File: config.mk
export PLATFORM = sky130hd
export DESIGN_NAME = lag_sweep_scheduler
export DESIGN_NICKNAME = d
export VERILOG_FILES = /design/src/rtl/lag_sweep_pkg.sv /design/src/rtl/lag_step_alu.sv /design/src/rtl/lag_sweep_scheduler.sv
export SDC_FILE = /design/constraint.sdc
export NUM_CORES = 1
export LEC_CHECK = 0
export ABC_AREA = 1
export ABC_CLOCK_PERIOD_IN_PS = 43500
export BUFFER_PORTS_ARGS = -buffer_cell sky130_fd_sc_hd__buf_2
export CAP_MARGIN = 0
export CORE_ASPECT_RATIO = 0.8
export CORE_MARGIN = 2
export CORE_UTILIZATION = 41
export CTS_CLUSTER_SIZE = 24
export DETAILED_ROUTE_END_ITERATION = 8
export SLEW_MARGIN = 20
export SYNTH_ARGS = -nofsm -noshare
export SYNTH_HDL_FRONTEND = slang
export SYNTH_SLANG_ARGS = --single-unit
File: constraint.sdc
create_clock -name pllclk -period 43.5 [get_ports pllclk]
set_input_delay 8.7 -clock pllclk [delete_from_list [all_inputs] [get_ports pllclk]]
set_output_delay 8.7 -clock pllclk [all_outputs]
set_load 0.02 [all_outputs]
File: src/rtl/lag_sweep_pkg.sv
// Shared types and constants for the lag-sweep scheduler: walk FSM states,
// configuration-select encodings and default widths.
package lag_sweep_pkg;

  localparam int unsigned DefNumInputs  = 8;
  localparam int unsigned DefDelayWidth = 20;
  localparam int unsigned DefIncWidth   = 12;

  typedef enum logic [1:0] {
    StIdle,
    StFetch,
    StStep,
    StDone
  } state_e;

  localparam logic [1:0] CFG_START = 2'd0;
  localparam logic [1:0] CFG_LEN   = 2'd1;
  localparam logic [1:0] CFG_INC   = 2'd2;
  localparam logic [1:0] CFG_CLR   = 2'd3;

endpackage

File: src/rtl/lag_step_alu.sv
// Shared next-lag computation: advance by inc while below start+len and the
// sum fits in DELAY_WIDTH bits, otherwise reload start.
module lag_step_alu
  import lag_sweep_pkg::*;
#(
  parameter int unsigned DELAY_WIDTH = DefDelayWidth,
  parameter int unsigned INC_WIDTH   = DefIncWidth
) (
  input  logic [DELAY_WIDTH-1:0] i_start,
  input  logic [DELAY_WIDTH-1:0] i_len,
  input  logic [DELAY_WIDTH-1:0] i_cur,
  input  logic [INC_WIDTH-1:0]   i_inc,
  input  logic                   i_en,
  output logic [DELAY_WIDTH-1:0] o_next,
  output logic                   o_wrap
);

  logic [DELAY_WIDTH:0] w_limit;
  logic [DELAY_WIDTH:0] w_sum;
  logic                 w_adv;

  always_comb begin
    w_limit = {1'b0, i_start} + {1'b0, i_len};
    w_sum   = {1'b0, i_cur} + {{(DELAY_WIDTH + 1 - INC_WIDTH){1'b0}}, i_inc};
    // Carry out of the sum means saturation: reload rather than wrap modulo.
    w_adv   = i_en && ({1'b0, i_cur} < w_limit) && !w_sum[DELAY_WIDTH];
    o_next  = w_adv ? w_sum[DELAY_WIDTH-1:0] : i_start;
    o_wrap  = i_en && !w_adv;
  end

endmodule

File: src/rtl/lag_sweep_scheduler.sv
// Per-channel lag sweep sequencer; one shared step ALU walked round-robin per frame.
// Optional LAG_SWEEP_WRAP_IRQ_EN enables the per-channel sweep_wrap pulse.
module lag_sweep_scheduler
  import lag_sweep_pkg::*;
#(
  parameter int unsigned NUM_INPUTS  = DefNumInputs,
  parameter int unsigned DELAY_WIDTH = DefDelayWidth,
  parameter int unsigned INC_WIDTH   = DefIncWidth
) (
  input  logic                              pllclk,
  input  logic                              reset,
  input  logic                              cfg_we,
  input  logic [7:0]                        cfg_channel,
  input  logic [1:0]                        cfg_sel,
  input  logic [DELAY_WIDTH-1:0]            cfg_data,
  input  logic [NUM_INPUTS-1:0]             sweep_en,
  input  logic                              frame_tick,
  output logic [NUM_INPUTS*DELAY_WIDTH-1:0] delay_out,
  output logic                              busy,
  output logic [NUM_INPUTS-1:0]             sweep_wrap,
  output logic                              frame_overrun
);

  localparam int unsigned ChW = (NUM_INPUTS > 1) ? $clog2(NUM_INPUTS) : 1;
  localparam logic [ChW-1:0] LastCh = ChW'(NUM_INPUTS - 1);
  localparam logic [7:0] NumCh = 8'(NUM_INPUTS);

  state_e                 r_state;
  state_e                 w_state_nxt;
  logic [ChW-1:0]         r_ch;
  logic [ChW-1:0]         w_ch_nxt;
  logic                   w_fetch;
  logic                   w_step;

  logic [DELAY_WIDTH-1:0] r_start [NUM_INPUTS];
  logic [DELAY_WIDTH-1:0] r_len   [NUM_INPUTS];
  logic [INC_WIDTH-1:0]   r_inc   [NUM_INPUTS];
  logic [DELAY_WIDTH-1:0] r_cur   [NUM_INPUTS];

  logic [DELAY_WIDTH-1:0] r_op_start;
  logic [DELAY_WIDTH-1:0] r_op_len;
  logic [DELAY_WIDTH-1:0] r_op_cur;
  logic [INC_WIDTH-1:0]   r_op_inc;
  logic                   r_op_en;

  logic [DELAY_WIDTH-1:0] w_alu_next;
  logic                   w_alu_wrap;
  logic                   w_cfg_hit;
  logic [ChW-1:0]         w_cfg_idx;
  logic                   r_overrun;

  assign w_cfg_hit = cfg_we && (cfg_channel < NumCh);
  assign w_cfg_idx = cfg_channel[ChW-1:0];

  always_ff @(posedge pllclk or posedge reset) begin
    if (reset) begin
      r_state <= StIdle;
      r_ch    <= '0;
    end else begin
      r_state <= w_state_nxt;
      r_ch    <= w_ch_nxt;
    end
  end

  always_comb begin
    w_state_nxt = r_state;
    w_ch_nxt    = r_ch;
    w_fetch     = 1'b0;
    w_step      = 1'b0;
    unique case (r_state)
      StIdle: begin
        if (frame_tick) begin
          w_state_nxt = StFetch;
          w_ch_nxt    = '0;
        end
      end
      StFetch: begin
        w_fetch     = 1'b1;
        w_state_nxt = StStep;
      end
      StStep: begin
        w_step = 1'b1;
        if (r_ch == LastCh) begin
          w_state_nxt = StDone;
        end else begin
          w_ch_nxt    = r_ch + 1'b1;
          w_state_nxt = StFetch;
        end
      end
      StDone: w_state_nxt = StIdle;
    endcase
  end

  assign busy = (r_state != StIdle);

  always_ff @(posedge pllclk or posedge reset) begin
    if (reset) begin
      for (int c = 0; c < NUM_INPUTS; c++) begin
        r_start[c] <= '0;
        r_len[c]   <= '0;
        r_inc[c]   <= '0;
      end
    end else if (w_cfg_hit) begin
      unique case (cfg_sel)
        CFG_START: r_start[w_cfg_idx] <= cfg_data;
        CFG_LEN:   r_len[w_cfg_idx]   <= cfg_data;
        CFG_INC:   r_inc[w_cfg_idx]   <= cfg_data[INC_WIDTH-1:0];
        CFG_CLR:   ;
      endcase
    end
  end

  // Operands are frozen here so a config write during FETCH/STEP lands next frame.
  always_ff @(posedge pllclk or posedge reset) begin
    if (reset) begin
      r_op_start <= '0;
      r_op_len   <= '0;
      r_op_inc   <= '0;
      r_op_cur   <= '0;
      r_op_en    <= 1'b0;
    end else if (w_fetch) begin
      r_op_start <= r_start[r_ch];
      r_op_len   <= r_len[r_ch];
      r_op_inc   <= r_inc[r_ch];
      r_op_cur   <= r_cur[r_ch];
      r_op_en    <= sweep_en[r_ch];
    end
  end

  lag_step_alu #(
    .DELAY_WIDTH (DELAY_WIDTH),
    .INC_WIDTH   (INC_WIDTH)
  ) u_alu (
    .i_start (r_op_start),
    .i_len   (r_op_len),
    .i_cur   (r_op_cur),
    .i_inc   (r_op_inc),
    .i_en    (r_op_en),
    .o_next  (w_alu_next),
    .o_wrap  (w_alu_wrap)
  );

  always_ff @(posedge pllclk or posedge reset) begin
    if (reset) begin
      for (int c = 0; c < NUM_INPUTS; c++) begin
        r_cur[c] <= '0;
      end
    end else if (w_step) begin
      r_cur[r_ch] <= w_alu_next;
    end
  end

  for (genvar g = 0; g < NUM_INPUTS; g++) begin : g_out
    assign delay_out[g*DELAY_WIDTH +: DELAY_WIDTH] = r_cur[g];
  end

  // A new overrun outranks a same-cycle clear.
  always_ff @(posedge pllclk or posedge reset) begin
    if (reset) begin
      r_overrun <= 1'b0;
    end else if (frame_tick && busy) begin
      r_overrun <= 1'b1;
    end else if (w_cfg_hit && (cfg_sel == CFG_CLR)) begin
      r_overrun <= 1'b0;
    end
  end

  assign frame_overrun = r_overrun;

`ifdef LAG_SWEEP_WRAP_IRQ_EN
  logic [NUM_INPUTS-1:0] r_wrap;
  logic [NUM_INPUTS-1:0] w_wrap_nxt;

  always_comb begin
    w_wrap_nxt = '0;
    if (w_step) w_wrap_nxt[r_ch] = w_alu_wrap;
  end

  always_ff @(posedge pllclk or posedge reset) begin
    if (reset) r_wrap <= '0;
    else       r_wrap <= w_wrap_nxt;
  end

  assign sweep_wrap = r_wrap;
`else
  logic w_unused_wrap;
  assign w_unused_wrap = w_alu_wrap;
  assign sweep_wrap    = '0;
`endif

endmodule

Word level (Yosys, flattened, before mapping)
Index checks and enable logic that the tools add are counted.
{ "totals": {"reg_bits": 655, "wordCells": 113, "in_bits": 42} }
{ "op_classes": {"eq_ne": 9, "reduce_logical": 17, "n_mux": 35, "add_sub_neg": 3, "n_bitwise": 2, "order_cmp": 7} }
{ "ops": {"columns": ["cell", "count"], "rows": [
  ["160-bit bitwise mux", 3],
  ["20-bit binary-select mux with 3-bit select", 3],
  ["20-bit 2-to-1 mux", 9],
  ["20-bit demux with 3-bit select", 2],
  ["96-bit bitwise mux", 1],
  ["12-bit binary-select mux with 3-bit select", 1],
  ["12-bit demux with 3-bit select", 1],
  ["12-bit 2-to-1 mux", 3],
  ["20-bit by 12-bit adder with 21-bit output", 1],
  ["20-bit by 20-bit adder with 21-bit output", 1],
  ["20-bit by 21-bit < comparator with 1-bit output", 1],
  ["2-bit == test, second input constant", 4],
  ["4-bit greater-or-equal comparator, second input constant", 2],
  ["4-bit by 1-bit < comparator with 1-bit output, second input constant", 2],
  ["8-bit by 4-bit < comparator with 1-bit output, second input constant", 1],
  ["3-bit NOT with 4-bit output", 2],
  ["2-bit case mux with 4 select lines", 1],
  ["1-bit logical AND", 7],
  ["3-bit 2-to-1 mux", 2],
  ["3-bit case mux with 2 select lines", 1],
  ["2-bit AND reduction", 3],
  ["2-bit nonzero test", 3],
  ["1-bit 2-to-1 mux", 5],
  ["2-bit by 1-bit == test with 1-bit output, second input constant", 2],
  ["9 further kinds", 12]
]} }

Depth between registers and ports, before layout
{ "logic_depth": {"word_depth": 6, "mapped_depth": 25} }

Cells and area by module
From an unflattened synthesis, not the netlist that was laid out.
{ "unflattened": {"cells_unflattened": 4837, "hier_area_um2": 34669.5} }
{ "by_module_without_submodules": {"columns": ["module", "n_inst", "area_per_inst_um2", "cells_each", "seq_area_each_um2"], "rows": [
  ["lag_sweep_scheduler", 1, 31863.1, 4338, 16390.7],
  ["lag_step_alu", 1, 2806.4, 499, 0.0]
]} }

Least setup slack after synthesis
OpenSTA, ideal clock, no wires.
{ "synth_path": {"path_type": "in2reg", "start": "in cfg_channel[7]", "end": "reg r_inc[0] in the netlist's numbering", "stages": 7, "arrival_ns": 9.962, "required_time_ns": 43.367, "setup_slack_ns": 33.405, "setup_ns": 0.133, "cell_sequence": "nor4_1 -> nand3b_1 -> nor3_4 -> nand2_1 -> buf_4 -> nand2_1 -> o21ai_0"} }
{ "synth_via": {"elab_chain_len": 3} }
{ "synth_lines": {"columns": ["element", "line", "text"], "rows": [
  ["from (decl)", "lag_sweep_scheduler.sv:13", "input logic [7:0] cfg_channel,"],
  ["8-bit by 4-bit < comparator with 1-bit output", "lag_sweep_scheduler.sv:52", "assign w_cfg_hit = cfg_we && (cfg_channel < NumCh);"],
  ["1-bit logical AND", "lag_sweep_scheduler.sv:52", null],
  ["2-bit AND reduction (no line)", null, null],
  ["to (signal, indexed assignment)", "lag_sweep_scheduler.sv:107", "CFG_INC: r_inc[w_cfg_idx] <= cfg_data[INC_WIDTH-1:0];"],
  ["to (decl)", "lag_sweep_scheduler.sv:37", "logic [INC_WIDTH-1:0] r_inc [NUM_INPUTS];"]
]} }
No other way between the ends.
A chain may end at the register's enable or synchronous reset.

==> qor.txt <==
status -> completed
largest area contributor in the synthesized netlist -> sky130_fd_sc_hd__dfrtp_1
post-synthesis sequential element count -> 655
final cell area excluding filler cells -> 34300 µm²
wire length of the first global-routing pass -> 148000 µm
WHS -> 486 ps
Synth Area per Inst -> 8.78 µm²
Final Wtd Congestion -> 0.906
critical register-to-register path endpoint -> delay_out[4]$_DFFE_PP0P_
total power density per cell area -> 56.6 nW/µm²
Worst Hold Path EP -> r_len[73]$_DFFE_PP0P_
cell-by-cell trace of the critical path -> buf_2 -> inv_8 -> buf_4 -> buf_4 -> buf_4
fin worst setup slack -> 32220 ps
Net Sw Frac -> 0.393
remaining global-route overflow -> 0
combinational share of power -> 0.329
CP arrival -> 11830 ps
placed cell areas -> 32200 µm²
total of cells resized after clock tree synthesis -> 0
clock tree from TritonCTS -> built
root buf cell -> sky130_fd_sc_hd__clkbuf_16
Clock Skew -> 26.5 ps
total core area -> 73800 µm²
global routing usage summed across all routing layers -> 0.247
number of buffers inserted during clock tree synthesis -> 61
most frequent cells in the layout -> sky130_fd_sc_hd__nand2_1 (1136), sky130_fd_sc_hd__dfrtp_1 (654), sky130_fd_sc_hd__o21ai_0 (435)
total negative slack -> 0 ps
max capacitance violation total -> 0
area taken by multi-input logic gates -> 12700 µm²
static leakage power -> 0.0168 µW
starting utilization of the core area -> 0.415
Skew-Pair Late Insertion Delay -> 670 ps
net total in the final layout -> 3650
crit path capture type -> asynchronous set/reset pin
clock net sink count -> 655
via density per instance -> 5.53
worst setup slack after placement -> 31340 ps
hold buffer count at CTS -> 0
most frequent cell on the critical path -> sky130_fd_sc_hd__buf_4
count of cells along the worst hold path -> 2
FF+latch area -> 16400 µm²
critical path type -> input port to asynchronous set/reset pin
signed area change from the synthesized netlist to the final layout -> 12.1%
share of synthesized area occupied by flip-flops and latches -> 0.535
internal power -> 1180 µW
number of iterations in the first detailed-routing pass -> 5
Worst-Margin Slew -> 1150 ps
number of diodes added for antenna fixing -> 0
Post CTS Setup Buffer Count -> 0
fraction of final layout cells sized beyond drive strength 1 -> 0.116
netlist area before placement -> 30600 µm²
cell count after synthesis -> 3490
total count of max-transition violations in the final report -> 0
hold path startpoint -> r_len[73]$_DFFE_PP0P_
number of different library cells in the post-synthesis netlist -> 44
via count -> 25500
peak ir drop on the vdd network -> 68.9 µV
share of power burned in the clock network -> 0.294
Synth area leaders -> sky130_fd_sc_hd__dfrtp_1 (53%), sky130_fd_sc_hd__nand2_1 (14%), sky130_fd_sc_hd__o21ai_0 (7.1%)
shortest clock period the worst path allows after layout -> 11280 ps
dpl hpwl -> 56300 µm
pin count of the biggest net entering global routing -> 164
IO Port Bufs -> 203
launch instance of the worst register-to-register path -> r_op_len[0]$_DFFE_PP0N_
net switching power figure -> 764 µW
standard-cell row count -> 89
synth warn -> 0
FF-to-FF path depth -> 19
period utilization -> 0.259
Hold Crit Class -> flop to flop
die outline height -> 249 µm
Residual DRC -> 0
via count of the first global-routing pass -> 24300
initial drt markers -> 2778
Post-Route WL -> 95100 µm
number of antenna violations at the first check in global routing -> 1
# fillers -> 7132
overall die area -> 77000 µm²
fraction of power consumed by sequential logic -> 0.377
highest clock rate -> 88.6 MHz
leading cell type in the layout, fill and taps excluded -> sky130_fd_sc_hd__nand2_1
data required time at the worst endpoint -> 44050 ps
relative slew slack -> 0.231
slowest library cell on the worst path -> sky130_fd_sc_hd__buf_4
clock input transition at the sequential cells of the worst setup and hold paths -> 70 ps
setup slack, reg-to-reg -> 38060 ps
Antenna Violating Nets Remaining -> 0
Top-Level Pins -> 212
total power after layout -> 1940 µW
sort of element at the start of the critical path -> input port
Routed wire per std cell -> 20.6 µm
CTS HTree Levels -> 2
final hold violation count -> 0
maximum root-to-sink buffer count -> 3
RSZ-0062 raised after global routing -> false
highest fanout seen on the critical path -> 101
number of setup violations in the final report -> 0
fraction of post-synthesis cell area in the top cell type by area -> 0.535
x dimension of the die -> 310 µm
biggest cell delay along the critical path -> 850 ps
[cell usage after synthesis, drive strengths merged]
cell type and number:
o211ai 1, o21bai 3, conb 1, nand3b 6
a211oi 27, a31oi 59, or2 1, clkbuf 154
xnor2 16, a221oi 11, fa 2, buf 99
a41oi 1, o21ai 436, nor4 2, and2 3
xor2 12, nand2 1163, nand3 249, nor2 57
ha 53, dfrtp 655, inv 128, o31ai 14
a21oi 150, a22o 167, nand4 6, nor3 13
a21o 1
[cells by family after synthesis]
kind of cell / after synthesis / share of synthesized area
AO/OA/AOI/OAI: 870 / 0.170
XOR/XNOR: 28 / 0.00800
adder cells (fa/ha/maj): 55 / 0.0229
buffers and inverters: 381 / 0.0524
flip-flops: 655 / 0.535
other: 1 / 0.000122
AND/OR/NAND/NOR: 1500 / 0.211
[power by group through the flow]
stage / combinational, µW / clock, µW / sequential, µW
2_1_floorplan: 431 / 0 / 743
3_3_place_gp: 629 / 0 / 743
3_5_place_dp: 633 / 0 / 742
4_1_cts: 635 / 578 / 732
5_1_grt: 700 / 603 / 737
6_report: 640 / 572 / 732
[layer usage]
layer | GRT usage | share of wire | wire length (µm) | vias to the layer above
li1 | - | - | - | 11900
met1 | 0.375 | 0.47 | 45000 | 12600
met2 | 0.368 | 0.44 | 41600 | 867
met3 | 0.0372 | 0.070 | 6660 | 131
met4 | 0.0578 | 0.020 | 1860 | 0
met5 | 0.00251 | 0 | 0 | -
[critical path, delay by kind of cell]
family,cells,cell delay (ps)
buffers and inverters,5,2990
[how the worst max path moves through the flow]
stage               startpoint  slack (ps)                       end
finish                   reset       32220       r_ch[0]$_DFFE_PP0P_
floorplan                reset       16450  delay_out[0]$_DFFE_PP0P_
global placement         reset       31320       r_ch[0]$_DFFE_PP0P_
detailed placement       reset       31340       r_ch[0]$_DFFE_PP0P_
global route             reset       31650       r_ch[0]$_DFFE_PP0P_
CTS                      reset       32030       r_ch[0]$_DFFE_PP0P_
[layout make-up]
cell class,instances,share of cell area
clock buffer,88,0.0530
clock inverter,27,0.00852
inverter,128,0.0143
multi-input combinational,2461,0.370
sequential,655,0.477
tap,1001,0.0365
timing repair buffer,246,0.0404
[sequential cells by signal, summed over array words and instances, names as in the netlist, 3 cells and up]
signal      flops
r_inc          96
r_ch            3
r_start       160
delay_out     160
r_len         160
r_op_cur       20
r_op_start     20
r_op_len       20
r_op_inc       12
[per-stage QoR]
stage	instances	utilization
after global routing	4606	0.465
final	4606	0.465
after global placement	4491	0.437
after detailed placement	4491	0.437
after CTS	4606	0.465
after floorplan	3497	-
(Power assumes the default switching activity.)
